`config.mk`:
```
export PLATFORM = sky130hd
export DESIGN_NAME = vx_writeback_seq
export DESIGN_NICKNAME = d
export VERILOG_FILES = /design/src/rtl/vx_writeback_seq.sv
export SDC_FILE = /design/constraint.sdc
export NUM_CORES = 1
export LEC_CHECK = 0
export CAP_MARGIN = 20
export CELL_PAD_IN_SITES_DETAIL_PLACEMENT = 0
export CELL_PAD_IN_SITES_GLOBAL_PLACEMENT = 1
export CORE_AREA = 5 5 371 373
export CTS_BUF_LIST = sky130_fd_sc_hd__clkbuf_8
export DETAILED_ROUTE_END_ITERATION = 10
export DIE_AREA = 0 0 376 378
export GPL_ROUTABILITY_DRIVEN = 0
export PLACE_DENSITY = 0.49
export SYNTH_ARGS = -nofsm -noshare
export SYNTH_HDL_FRONTEND = slang
export SYNTH_SLANG_ARGS = --single-unit
```
`constraint.sdc`:
```
create_clock -name clk -period 11.5 [get_ports clk]
set_clock_uncertainty 0.05 [all_clocks]
set_input_delay 1.15 -clock clk [delete_from_list [all_inputs] [get_ports clk]]
set_output_delay 1.15 -clock clk [all_outputs]
set_load 0.1 [all_outputs]
```
`src/rtl/vx_writeback_seq.sv`:
```
// vx_writeback_seq: round-robin commit arbiter with packet lock and registered writeback beat.
// Optional perf counters are built when WB_SEQ_PERF_EN is defined.
module vx_writeback_seq #(
  parameter int NUM_INPUTS    = 4,
  parameter int WIS_W         = 2,
  parameter int REG_W         = 8,
  parameter int NUM_LANES     = 4,
  parameter int XLEN          = 32,
  parameter int UUID_W        = 44,
  parameter int PERF_CTR_BITS = 44
) (
  input  logic                                clk,
  input  logic                                reset,
  input  logic [NUM_INPUTS-1:0]               in_valid,
  output logic [NUM_INPUTS-1:0]               in_ready,
  input  logic [NUM_INPUTS*WIS_W-1:0]         in_wis,
  input  logic [NUM_INPUTS*REG_W-1:0]         in_rd,
  input  logic [NUM_INPUTS*NUM_LANES-1:0]     in_tmask,
  input  logic [NUM_INPUTS*NUM_LANES*XLEN-1:0] in_data,
  input  logic [NUM_INPUTS*UUID_W-1:0]        in_uuid,
  input  logic [NUM_INPUTS-1:0]               in_sop,
  input  logic [NUM_INPUTS-1:0]               in_eop,
  output logic                                wb_valid,
  output logic [WIS_W-1:0]                    wb_wis,
  output logic [REG_W-1:0]                    wb_rd,
  output logic [NUM_LANES-1:0]                wb_tmask,
  output logic [NUM_LANES*XLEN-1:0]           wb_data,
  output logic [UUID_W-1:0]                   wb_uuid,
  output logic                                wb_sop,
  output logic                                wb_eop
`ifdef WB_SEQ_PERF_EN
  ,
  output logic [PERF_CTR_BITS-1:0]            perf_conflicts,
  output logic [PERF_CTR_BITS-1:0]            perf_lock_bubbles
`endif
);

  localparam int IDX_W  = (NUM_INPUTS > 1) ? $clog2(NUM_INPUTS) : 1;
  localparam int DATA_W = NUM_LANES * XLEN;

  typedef enum logic {
    IDLE,
    LOCKED
  } state_t;

  state_t           state;
  logic [IDX_W-1:0] rr_ptr;
  logic [IDX_W-1:0] owner;
  logic [IDX_W-1:0] grant_idx;
  logic             grant_found;
  logic [IDX_W-1:0] sel;
  logic [IDX_W-1:0] sel_next;
  logic             accept;

  logic [WIS_W-1:0]     sel_wis;
  logic [REG_W-1:0]     sel_rd;
  logic [NUM_LANES-1:0] sel_tmask;
  logic [DATA_W-1:0]    sel_data;
  logic [UUID_W-1:0]    sel_uuid;
  logic                 sel_sop;
  logic                 sel_eop;

  // First requester at or after rr_ptr, wrapping around the channels.
  always_comb begin
    grant_found = 1'b0;
    grant_idx   = '0;
    for (int k = 0; k < NUM_INPUTS; k++) begin
      if (!grant_found &&
          in_valid[(int'(rr_ptr) + k) % NUM_INPUTS]) begin
        grant_found = 1'b1;
        grant_idx   = IDX_W'((int'(rr_ptr) + k) % NUM_INPUTS);
      end
    end
  end

  // Ready is one-hot: the grant when idle, the owner only when locked.
  always_comb begin
    in_ready = '0;
    if (state == LOCKED) begin
      in_ready[owner] = in_valid[owner];
    end else if (grant_found) begin
      in_ready[grant_idx] = 1'b1;
    end
  end

  assign sel      = (state == LOCKED) ? owner : grant_idx;
  assign sel_next = IDX_W'((int'(sel) + 1) % NUM_INPUTS);
  assign accept   = |in_ready;

  assign sel_wis   = in_wis[int'(sel)*WIS_W +: WIS_W];
  assign sel_rd    = in_rd[int'(sel)*REG_W +: REG_W];
  assign sel_tmask = in_tmask[int'(sel)*NUM_LANES +: NUM_LANES];
  assign sel_data  = in_data[int'(sel)*DATA_W +: DATA_W];
  assign sel_uuid  = in_uuid[int'(sel)*UUID_W +: UUID_W];
  assign sel_sop   = in_sop[sel];
  assign sel_eop   = in_eop[sel];

  // Lock FSM, round-robin pointer and the registered writeback beat.
  always_ff @(posedge clk or posedge reset) begin
    if (reset) begin
      state    <= IDLE;
      owner    <= '0;
      rr_ptr   <= '0;
      wb_valid <= 1'b0;
      wb_wis   <= '0;
      wb_rd    <= '0;
      wb_tmask <= '0;
      wb_data  <= '0;
      wb_uuid  <= '0;
      wb_sop   <= 1'b0;
      wb_eop   <= 1'b0;
    end else begin
      wb_valid <= accept;
      if (accept) begin
        wb_wis   <= sel_wis;
        wb_rd    <= sel_rd;
        wb_tmask <= sel_tmask;
        wb_data  <= sel_data;
        wb_uuid  <= sel_uuid;
        wb_sop   <= sel_sop;
        wb_eop   <= sel_eop;
      end
      unique case (state)
        IDLE: begin
          if (accept) begin
            if (sel_eop) begin
              rr_ptr <= sel_next;
            end else begin
              state <= LOCKED;
              owner <= sel;
            end
          end
        end
        LOCKED: begin
          if (accept && sel_eop) begin
            state  <= IDLE;
            rr_ptr <= sel_next;
          end
        end
        default: state <= IDLE;
      endcase
    end
  end

`ifdef WB_SEQ_PERF_EN
  logic conflict;
  logic lock_bubble;

  assign conflict    = |(in_valid & ~in_ready);
  assign lock_bubble = (state == LOCKED) && !in_valid[owner];

  // Free-running event counters; they wrap on overflow.
  always_ff @(posedge clk or posedge reset) begin
    if (reset) begin
      perf_conflicts    <= '0;
      perf_lock_bubbles <= '0;
    end else begin
      if (conflict) perf_conflicts <= perf_conflicts + 1'b1;
      if (lock_bubble) perf_lock_bubbles <= perf_lock_bubbles + 1'b1;
    end
  end
`endif

`ifndef SYNTHESIS
  // Flag protocol violations; the datapath still forwards the beat.
  always @(posedge clk) begin
    if (!reset && accept) begin
      if (state == IDLE) begin
        assert (sel_sop)
          else $error("packet start without sop on ch %0d", sel);
      end else begin
        assert (!sel_sop)
          else $error("sop inside locked packet on ch %0d", sel);
        assert (sel_wis == wb_wis && sel_rd == wb_rd)
          else $error("wis/rd changed inside packet on ch %0d", sel);
      end
    end
  end
`endif

endmodule
```
# Word level (Yosys, flattened, before mapping)
# Index checks and enable logic that the tools add are counted.
# totals
ff_bits	194
latch_bits	0
ramBits	0
mem_bits_ro	0
input_bits	758
out_inout_bits	193
word_cells	94
mem_count	0
# classes
add_sub_neg	4
multipliers	1
n_div	0
n_lt_le_gt_ge	9
n_eq_ne	3
shift	5
muxes	40
bitwise_logic	6
n_reduce_logical	15
# op_table
operator	count
512-bit by 10-bit indexed part select with 128-bit output	1
176-bit by 9-bit indexed part select with 44-bit output	1
32-bit by 6-bit indexed part select with 8-bit output	1
1-bit two-way mux	19
2-bit two-way mux	8
16-bit by 5-bit indexed part select with 4-bit output	1
1-bit binary-select mux with 2-bit select	7
2-bit by 3-bit less-than comparator with 1-bit output, second input constant	4
3-bit by 4-bit less-than comparator with 1-bit output, second input constant	3
4-bit two-way mux	2
8-bit by 4-bit indexed part select with 2-bit output	1
1-bit logical AND	6
2-bit by 4-bit multiplier with 6-bit output, second input constant	1
3-bit AND reduction	2
2-bit OR reduction	3
2-bit by 1-bit adder with 2-bit output, second input constant	2
2-bit adder, second input constant	2
4-bit bitwise AND	1
1-bit demux with 2-bit select	2
2-bit by 1-bit >= comparator with 1-bit output, second input constant	2
2-bit != test, second input constant	2
2-bit case mux with 2 select lines	1
4-bit OR reduction	1
1-bit bitwise AND, first input constant	3
4 further kinds	7

# Depth between registers and ports, before layout
# Gate-level depths: netlist of run 1.
# depth
word_depth	24
depth_mapped	10
ltp_nobuf	7

# Worst setup path after synthesis of run 1
# OpenSTA, ideal clock, no wires.
# synth_timing
path_type	input to output
startpoint	in in_valid[1]
endpoint	out in_ready[1]
arrival_time_ns	3.674
t_required_ns	10.300
path_slack_ns	6.626
stages	3
path_buffers	1
cell_sequence	buf_2 > inv_1 > o32ai_1
# synth_between
elab_chain_cells	18
elab_cells_between_ends	35
classes_between	2 x order compare; 25 x mux; 1 x bitwise; 7 x reduce/logical
# synth_rtl
item	line_no	rtl
start: declaration	14	input logic [NUM_INPUTS-1:0] in_valid,
1-bit binary-select mux with 2-bit select	69	in_valid[(int'(rr_ptr) + k) % NUM_INPUTS]) begin
1-bit two-way mux (implied by the code)	69	
1-bit two-way mux	68	if (!grant_found &&
1-bit zero test	68	
1-bit logical AND	68	
1-bit two-way mux	68	
1-bit zero test	68	
1-bit logical AND	68	
[2 not listed]	n/a	
1-bit logical AND	68	
2-bit two-way mux	68	
2-bit by 3-bit less-than comparator with 1-bit output (implied by the code) or 2-bit by 1-bit >= comparator with 1-bit output (tied branches)	82	in_ready[grant_idx] = 1'b1;
1-bit logical AND (implied by the code)	82	
1-bit two-way mux (implied by the code)	82	
1-bit demux with 2-bit select	82	
4-bit two-way mux	81	end else if (grant_found) begin
4-bit two-way mux *	79	if (state == LOCKED) begin
end: declaration	15	output logic [NUM_INPUTS-1:0] in_ready,
# Mark *: on every way between the ends. The rest lies on a longest branch, timed or not. The select of a mux whose other input is x is not followed.

# Worst setup path after layout of run 1
# layout_timing
startpoint	in in_valid[3]
endpoint	out in_ready[0]
# Same word-level chain as after synthesis.

==> PnR_summary.wiki, run 1 <==
{| class="wikitable"
! Metric !! Value
|-
| Status || complete, no violations
|-
| TritonCTS clock tree || built
|-
| Worst-skew pair later-pin latency || 0.62 ns
|-
| Vias in the first global route || about 16,000
|-
| Synthesized netlist cell count || 1,373
|-
| Clock Path Buffers || 2
|-
| Setup repair after global routing missed its margin || false
|-
| Max FO, Critical Path || 9
|-
| DRC violation count after routing || 0
|-
| Chip Width || ~380 microns
|-
| Critical Path Sink Type || output pin
|-
| Antenna violations before repair || 16
|-
| Warnings from Yosys || 0
|-
| Period Utilization, post-route || 0.4681
|-
| Number of buffers created by CTS || 17
|-
| Post-detailed-routing wire length || 106,900 microns
|-
| Post-synth EDFFs || 0
|-
| Cell area after synthesis || around 13,000 sq um
|-
| Main synth FF type || dfrtp_1
|-
| Clock input transition at the sequential cells of the worst setup and hold paths || approximately 0.12 ns
|-
| Worst Setup Path Type || in2out
|-
| Critical register-to-register path startpoint || owner[1]
|-
| Most common cell after layout, fill and taps aside || clkdlybuf4s50_1
|-
| Post-layout nets || between 2,000 and 3,000
|-
| Most used cell, CP || clkdlybuf4s50_1
|-
| PostCTS Resize Cnt || 0
|-
| Count of max-cap constraint violations || 0
|-
| Sum Neg Setup Slack || 0 ns
|-
| Headroom to the max-slew limit || 0.1893
|-
| Fill cell instance count of the final layout || around 15,000
|-
| Area growth from synthesis to layout || 88.81%
|-
| Average footprint of a synthesized cell || ~9.6 sq um
|-
| Actual slew at the worst max-slew pin || roughly 1.2 ns
|-
| Launch instance of the worst min-delay path || wb_eop
|-
| Proportion of synthesized chip area in sequential cells || 0.3699
|-
| Share of flip-flops with an asynchronous set or reset after synthesis || 1.000
|-
| Commonest cells after routing, fill and taps aside || clkdlybuf4s50_1, a211oi_1, nor2_1
|-
| Hold Path Class || reg2reg
|-
| Pwr/cell area || around 320 nW/um^2
|-
| Total number of vias || between 15,000 and 20,000
|-
| Leakage power summed over all cells || 0.009259 uW
|-
| Crit path arrival time || 4.18 ns
|-
| Post-synth cell types || between 40 and 50
|-
| Setup slack of the most critical reg-to-reg path || ~7.7 ns
|-
| Hold path depth || 1
|-
| Worst vdd rail ir drop || between 0.15 and 0.2 mV
|-
| Core ar. || 134,300 sq um
|-
| Number of routed nets with antenna violations || 0
|-
| Die Outline Area || ~140,000 sq um
|-
| Count of endpoints failing hold in the final timing report || 0
|-
| I/O pin cnt || 951
|-
| Global Route Usage Sum || 0.1428
|-
| Vias per inst || approximately 3.8
|-
| Net count after synthesis || around 2,100
|-
| Length of the first detailed-routing pass in iterations || 5
|-
| Depth of the most critical reg-to-reg path || 8
|-
| Total setup violations reported at the end of the flow || 0
|-
| Initial core utilization || 0.09773
|-
| TritonCTS Sinks || around 190
|-
| DRC marker count from the first detailed-route iteration || 842
|-
| Post-detailed-route wirelength per cell || around 27 microns
|-
| Slowest stage delay, CP || about 1.2 ns
|-
| Total of hold buffers inserted after clock tree synthesis || 0
|-
| Total overflow reported by the global router || 0
|-
| Post-DP HPWL || between 80,000 and 90,000 microns
|-
| Cell Chain, Critical Path || clkdlybuf4s50_1 -> nand2b_1 -> a21oi_1 -> or3_1 -> nand2_1 -> o32ai_1 -> clkdlybuf4s50_1
|-
| Slowest stage cell on the critical path || clkdlybuf4s50_1
|-
| Worst hold slack across all endpoints || ~0.5 ns
|-
| Number of setup buffers added after CTS || 0
|-
| Largest net degree at the start of global routing || between 100 and 150
|-
| Critical Path Source || in_valid[3]
|-
| Global-route wire length before repair || 142,300 microns
|-
| Fmax || about 190 MHz
|-
| Post-layout min period || around 5.4 ns
|-
| Crit start category || input port
|-
| Post-synthesis sequential element count || 194
|-
| Die height || ~380 microns
|-
| Clk root buf || clkbuf_8
|-
| Fraction of final layout cells sized beyond drive strength 1 || 0.05686
|-
| Number of port buffers || between 900 and 1,000
|-
| Number of H-tree levels || 4
|-
| WP data required || roughly 10 ns
|-
| Count of standard-cell rows || roughly 140
|-
| Final count of pins violating max slew || 0
|}
## logic make-up after synthesis
kind of cell,count (synthesis),share of synthesized area
AOI/OAI and AO/OA,593,0.3603
buffers and inverters,174,0.05654
DFF,194,0.3699
muxes,191,0.1467
and+or+nand+nor,221,0.06655
## Yosys cell counts (all sizes together) (2+ instances only)
cell      n  area [sq um]
a211o     2         17.52
o41ai     2         17.52
o22ai     2         12.51
nand4     2         12.51
a211oi  374          2808
or3       2         12.51
nor2b     3         18.77
o311ai    2         25.03
nand2     8         30.03
inv       7         26.27
nor3      2         15.01
a21oi     4         23.77
o21a      2         15.01
clkbuf   98         367.9
nor2    196         735.7
buf      69         347.8
o32ai     2         17.52
dfrtp   194          4855
mux2i   189          1892
o31a    186          1629
o31ai     3         22.52
o21ai     2         10.01
nand2b    3         18.77
nand3     2         10.01
## registers in the layout, indices dropped and copies added, names as in the netlist
register,flops
owner,2
rr_ptr,2
state,1
wb_data,128
wb_eop,1
wb_rd,8
wb_sop,1
wb_tmask,4
wb_uuid,44
wb_valid,1
wb_wis,2
## report_power, final
group / internal, uW / switching [uW] / total (uW)
clock network: 220 / 334 / 554
logic: 1570 / 4560 / 6130
registers: 1050 / 235 / 1280
## layer usage
metal,GRT usage,wire [microns],up-vias
met2,0.2351,51270,620
met1,0.1808,45830,7653
met5,0,55,-
met4,0.03282,1669,8
li1,-,-,7082
met3,0.04811,8053,67
## through the flow
step	total power (uW)	utilization	cells	worst slack, ns	cell area [sq um]
final	7967	0.1845	4009	6.117	24780
after detailed placement	7536	0.1811	3965	5.901	24310
after floorplan	5428	-	1373	5.016	13120
after global routing	8369	0.1844	4004	5.950	24770
after global placement	7517	0.1811	3965	5.994	24310
after CTS	8129	0.1841	3996	6.148	24720
## path summary, 6_finish.rpt
kind	endpoint
max in group asynchronous	wb_sop
min in group asynchronous	wb_rd[3]
worst min-delay path	wb_eop
worst min register to register	wb_eop
worst max-delay path	in_ready[0]
worst max register to register	wb_data[79]
## worst max-delay path, delay by kind of cell
kind	cells	cell delay, ns
AO/OA/AOI/OAI	2	0.67
buffers and inverters	2	1.78
AND/OR/NAND/NOR	3	0.57
## cell type report
type | count | area, sq um | area share
inverter | 7 | 41.29 | 0.001666
antenna | 12 | 30.03 | 0.001212
timing repair buffer | 979 | 9647 | 0.3893
tap | 1781 | 2228 | 0.08993
multi-input combinational | 1005 | 7570 | 0.3055
sequential | 194 | 4855 | 0.1959
clock inverter | 13 | 160.2 | 0.006463
clock buffer | 18 | 247.7 | 0.009998
Note: power is estimated with default switching activity, not from simulation.
==> run 2, diff against run 1 <==
--- a/config.mk
+++ b/config.mk
@@ -8,12 +8,12 @@
 export CAP_MARGIN = 20
 export CELL_PAD_IN_SITES_DETAIL_PLACEMENT = 0
 export CELL_PAD_IN_SITES_GLOBAL_PLACEMENT = 1
-export CORE_AREA = 5 5 371 373
+export CORE_AREA = 5 5 363 365
 export CTS_BUF_LIST = sky130_fd_sc_hd__clkbuf_8
 export DETAILED_ROUTE_END_ITERATION = 10
-export DIE_AREA = 0 0 376 378
+export DIE_AREA = 0 0 368 370
 export GPL_ROUTABILITY_DRIVEN = 0
-export PLACE_DENSITY = 0.49
+export PLACE_DENSITY = 0.5
 export SYNTH_ARGS = -nofsm -noshare
 export SYNTH_HDL_FRONTEND = slang
 export SYNTH_SLANG_ARGS = --single-unit
==> constraint.sdc (replaced) <==
create_clock -name clk -period 5.1 [get_ports clk]
set_clock_uncertainty 0.05 [all_clocks]
set_input_delay 0.51 -clock clk [delete_from_list [all_inputs] [get_ports clk]]
set_output_delay 0.51 -clock clk [all_outputs]
set_load 0.1 [all_outputs]
==> PnR_summary.wiki, run 2 (synthesis results as in run 1) <==
{| class="wikitable"
! Metric !! Value
|-
| Worst Setup Path Type || reg2out
|-
| Pwr/cell area || between 700 and 800 nW/um^2
|-
| Initial core utilization || 0.1021
|-
| Critical Path Source || rr_ptr[1]
|-
| Final count of pins violating max slew || 0
|-
| Total of hold buffers inserted after clock tree synthesis || 0
|-
| Number of setup buffers added after CTS || 0
|-
| Commonest cells after routing, fill and taps aside || clkdlybuf4s50_1, a211oi_1, nor2_1
|-
| Leakage power summed over all cells || ~0.0094 uW
|-
| Switching component of the power || between 10,000 and 15,000 uW
|-
| Post-detailed-route wirelength per cell || ~26 microns
|-
| Core ar. || roughly 130,000 sq um
|-
| Biggest regs || wb_data (128), wb_uuid (44), wb_rd (8)
|-
| Worst vdd rail ir drop || between 0.2 and 0.3 mV
|-
| Fraction of final layout cells sized beyond drive strength 1 || 0.06292
|-
| Final Non-Filler Cells || 3,925
|-
| Total overflow reported by the global router || 0
|-
| Crit path arrival time || 2.76 ns
|-
| Fmax || around 300 MHz
|-
| PostCTS Resize Cnt || 0
|-
| Fraction of met3 tracks used by global routing || 0.05382
|-
| Die height || between 300 and 400 microns
|-
| TritonCTS clock tree || built
|-
| Met1 GRT Util || 0.1721
|-
| Hold Path Class || in2async
|-
| DRC violation count after routing || 0
|-
| Cell-internal power || 6486 uW
|-
| Global-route wire length before repair || roughly 140,000 microns
|-
| Post-route cell area || 24,980 sq um
|-
| Power share of the combinational group || 0.775
|-
| Slowest stage delay, CP || approximately 0.53 ns
|-
| WP data required || around 4.5 ns
|-
| Vias per inst || about 3.9
|-
| Total setup violations reported at the end of the flow || 0
|-
| Fill cell instance count of the final layout || approximately 14,000
|-
| Status || complete, no violations
|-
| Top reg by flops || wb_data
|-
| Slowest stage cell on the critical path || dfrtp_1
|-
| TritonCTS Sinks || approximately 190
|-
| Largest net degree at the start of global routing || approximately 110
|-
| Length of the first detailed-routing pass in iterations || 5
|-
| Number of flip-flops in the largest register || 128
|-
| Final Core Density || 0.1944
|-
| GRT Max-Usage Layer || met2
|-
| Chip Width || approximately 370 microns
|-
| Actual slew at the worst max-slew pin || about 1.2 ns
|-
| Number of H-tree levels || 4
|-
| Max FO, Critical Path || 7
|-
| Headroom to the max-slew limit || 0.2177
|-
| Total number of vias || around 15,000
|-
| Met2 track demand over resource in global routing || 0.2455
|-
| Worst-skew pair later-pin latency || 0.65 ns
|-
| Number of buffers created by CTS || 17
|-
| Area growth from synthesis to layout || 90.37%
|-
| Setup repair after global routing missed its margin || false
|-
| Dpl cells || slightly below 4,000
|-
| Global Route Usage Sum || 0.1457
|-
| Vias in the first global route || 16,120
|-
| Most common cell after layout, fill and taps aside || clkdlybuf4s50_1
|-
| Clock Path Buffers || 2
|-
| Count of standard-cell rows || 132
|-
| Post-layout nets || around 3,000
|-
| Period Utilization, post-route || 0.6504
|-
| Critical Path Sink Type || output pin
|-
| Cell Chain, Critical Path || mux2i_1 -> o211ai_2 -> or3_1 -> o32ai_1 -> buf_4
|-
| I/O pin cnt || roughly 950
|-
| Area post-placement || approximately 25,000 sq um
|-
| Antenna violations before repair || 17
|-
| Crit start category || flop
|-
| Die Outline Area || between 100,000 and 150,000 sq um
|-
| Critical register-to-register path startpoint || state
|-
| Sequential fraction of design power || 0.162
|-
| Sum Neg Setup Slack || 0 ns
|-
| Post-detailed-routing wire length || 103,700 microns
|-
| DRC marker count from the first detailed-route iteration || approximately 760
|-
| Clk root buf || clkbuf_8
|-
| Number of routed nets with antenna violations || 0
|-
| Clock input transition at the sequential cells of the worst setup and hold paths || 0.13 ns
|-
| Count of endpoints failing hold in the final timing report || 0
|-
| Post-layout min period || roughly 3.3 ns
|-
| Switching power as a share of total power || 0.6423
|-
| Number of port buffers || 950
|-
| Worst hold slack across all endpoints || between 0.15 and 0.2 ns
|-
| Portion of total power attributed to the clock network || 0.064
|-
| Count of max-cap constraint violations || 0
|-
| Post-DP HPWL || around 82,000 microns
|}
[run 2: worst paths after layout]
path | to | cells after the start | slack [ns]
max | in_ready[1] | 5 | 1.78
min in group clk | wb_data[37] | 3 | 0.43
min reg2reg | wb_data[65] | 2 | 0.51
min | wb_tmask[1] | 2 | 0.17
max reg2reg | wb_uuid[29] | 7 | 1.81
max in group asynchronous | wb_data[49] | 4 | 3.81
[run 2: worst max-delay path: cells and delay by family, from the launching register on]
| kind | cells | cell delay [ns] |
|---|---|---|
| and+or+nand+nor | 1 | 0.49 |
| buffers and inverters | 1 | 0.36 |
| DFF | 1 | 0.53 |
| AOI/OAI and AO/OA | 2 | 0.41 |
| muxes | 1 | 0.34 |
[run 2: per-layer routing]
metal | vias up | wire length (microns)
met5 | - | 69
met4 | 12 | 2751
met3 | 75 | 8472
met2 | 599 | 50310
met1 | 7443 | 42080
li1 | 7134 | -
[run 2: power by group through the flow]
stage | Combinational (uW) | Sequential (uW) | Clock, uW
6_report | 14000 | 2940 | 1150
3_3_place_gp | 14300 | 2960 | 0
4_1_cts | 14300 | 2950 | 1240
3_5_place_dp | 14300 | 2980 | 0
2_1_floorplan | 4060 | 8190 | 0
5_1_grt | 14700 | 3040 | 1280
[run 2: area by class of cell]
type / instances / area, sq um / area share
timing repair buffer: 1003 / 10020 / 0.4012
multi-input combinational: 1005 / 7570 / 0.3030
sequential: 194 / 4855 / 0.1943
tap: 1675 / 2096 / 0.08388
clock buffer: 17 / 234.0 / 0.009365
clock inverter: 15 / 145.1 / 0.005809
inverter: 7 / 37.54 / 0.001502
antenna: 9 / 22.52 / 0.0009014
[run 2: per-stage QoR]
stage,power [uW],worst slack [ns]
after global placement,17260,1.027
after floorplan,12240,1.319
after CTS,18500,1.653
final,18140,1.783
after detailed placement,17240,1.079
after global routing,19040,1.564
==> run 3, diff against run 2 <==
==> constraint.sdc (replaced) <==
create_clock -name clk -period 3.1 [get_ports clk]
set_clock_uncertainty 0.05 [all_clocks]
set_input_delay 0.31 -clock clk [delete_from_list [all_inputs] [get_ports clk]]
set_output_delay 0.31 -clock clk [all_outputs]
set_load 0.1 [all_outputs]
==> PnR_summary.wiki, run 3 (synthesis results as in run 1) <==
{| class="wikitable"
! Metric !! Value
|-
| Status || complete, no violations
|-
| Leakage power summed over all cells || about 0.010 uW
|-
| Global Route Usage Sum || 0.1456
|-
| Clk root buf || clkbuf_8
|-
| Worst vdd rail ir drop || 0.4104 mV
|-
| Number of port buffers || between 900 and 1,000
|-
| Count of standard-cell rows || ~130
|-
| Number of buffers created by CTS || 17
|-
| Final Non-Filler Cells || ~4,000
|-
| Hold Path Class || in2reg
|-
| Setup repair after global routing missed its margin || false
|-
| Worst-skew pair later-pin latency || a little over 0.6 ns
|-
| Count of max-cap constraint violations || 0
|-
| Final count of pins violating max slew || 0
|-
| Fraction of final layout cells sized beyond drive strength 1 || 0.1604
|-
| Dpl cells || roughly 4,000
|-
| Most common cell after layout, fill and taps aside || clkdlybuf4s50_1
|-
| Area growth from synthesis to layout || 95.81%
|-
| Post-layout min period || between 2 and 3 ns
|-
| Antenna violations before repair || 17
|-
| Clock Path Buffers || 2
|-
| Max FO, Critical Path || 7
|-
| Global-route wire length before repair || 139,700 microns
|-
| Core ar. || 128,500 sq um
|-
| Initial core utilization || 0.1021
|-
| Number of flip-flops in the largest register || about 130
|-
| TritonCTS clock tree || built
|-
| Crit path arrival time || 2.53 ns
|-
| I/O pin cnt || between 900 and 1,000
|-
| TritonCTS Sinks || roughly 190
|-
| Biggest regs || wb_data (128), wb_uuid (44), wb_rd (8)
|-
| Headroom to the max-slew limit || 0.3281
|-
| Total setup violations reported at the end of the flow || 0
|-
| Post-DP HPWL || 85,710 microns
|-
| Post-detailed-route wirelength per cell || 25.87 microns
|-
| Period Utilization, post-route || 0.9336
|-
| Commonest cells after routing, fill and taps aside || clkdlybuf4s50_1, a211oi_1, buf_4
|-
| Total overflow reported by the global router || 0
|-
| Total power after layout || roughly 30,000 uW
|-
| Largest net degree at the start of global routing || between 80 and 90
|-
| Sum Neg Setup Slack || 0 ns
|-
| Final Core Density || 0.2000
|-
| Length of the first detailed-routing pass in iterations || 4
|-
| Depth of the most critical reg-to-reg path || 7
|-
| Top reg by flops || wb_data
|-
| Number of H-tree levels || 4
|-
| WP data required || between 2 and 3 ns
|-
| Worst Setup Path Type || reg2out
|-
| Total number of vias || about 16,000
|-
| Vias per inst || slightly below 4
|-
| Area post-placement || around 25,000 sq um
|-
| Post-route cell area || around 26,000 sq um
|-
| Crit start category || flop
|-
| Post-detailed-routing wire length || ~100,000 microns
|-
| Count of endpoints failing hold in the final timing report || 0
|-
| Pwr/cell area || 1198 nW/um^2
|-
| Vias in the first global route || roughly 17,000
|-
| Die Outline Area || 136,200 sq um
|-
| Critical Path Sink Type || output pin
|-
| DRC marker count from the first detailed-route iteration || roughly 660
|-
| Actual slew at the worst max-slew pin || 1.005 ns
|-
| Clock input transition at the sequential cells of the worst setup and hold paths || roughly 0.15 ns
|-
| Hold path depth || 3
|-
| Number of routed nets with antenna violations || 0
|-
| Die height || between 300 and 400 microns
|-
| Post-layout nets || 3,079
|-
| Chip Width || approximately 370 microns
|-
| Fmax || 345.5 MHz
|-
| DRC violation count after routing || 0
|}
-- run 3: cell count changes in the layout (fill, tap and decap cells not counted), sizes merged --
cell           delta
buf             +227
clkdlybuf4s50   -135
inv               -5
bufinv            +3
clkinv            -3
diode             -3
clkbuf            +1
clkinvlp          +1
dlygate4sd3       +1
-- run 3: worst max-delay path, cell delays in order, from the launching register on --
cell and delay [ns]:
dfrtp_2 0.48, mux2i_2 0.27, o211ai_2 0.15, or3_1 0.41, buf_4 0.20, o32ai_2 0.18
buf_12 0.22
-- run 3: worst paths after layout --
check,to,slack (ns),from
worst max-delay path,in_ready[1],0.21,rr_ptr[1]
worst min-delay path,wb_data[29],0.24,in_data[157]
worst max register to register,wb_data[93],0.56,rr_ptr[0]
worst min register to register,wb_eop,0.51,wb_eop
max in group asynchronous,wb_data[61],1.58,reset
min in group asynchronous,wb_uuid[3],0.62,reset
-- run 3: what timing repair did --
action	CTS	global route
gates resized for setup	3	3
hold buffers	1	0
buffers inserted	0	0
setup endpoints to repair	3	2
endpoints found under the hold margin	10	0
-- run 3: layer usage --
layer  global-route usage  up-vias  part of all wire
li1                     -     7324                 -
met1               0.1682     7610              0.40
met2               0.2469      613              0.49
met3              0.05766       90             0.085
met4              0.04723       12             0.030
met5                    0        -           0.00081
-- run 3: layout make-up --
type                    count  area, sq um
fillers                 14240       102800
repair buffers           1096        10690
multi-input cells        1005         7601
flip-flops and latches    194         4857
well taps                1675         2096
clock buffers              18        247.7
clock inverters            11        156.4
inverters                   7        37.54
diodes                      6        15.01
-- run 3: report_power, final --
part / internal, uW / total, uW / switching, uW
Clock: 816 / 2020 / 1200
Combinational: 6830 / 24000 / 17200
Sequential: 3890 / 4750 / 854
-- run 3: through the flow --
| step | hold slack (ns) | worst slack [ns] |
|---|---|---|
| floorplan | 0.4881 | 0.07223 |
| global placement | 0.4733 | 0.05606 |
| detailed placement | 0.4807 | 0.04729 |
| CTS | 0.1328 | 0.006317 |
| global route | 0.1809 | 0.02956 |
| finish | 0.2368 | 0.2057 |
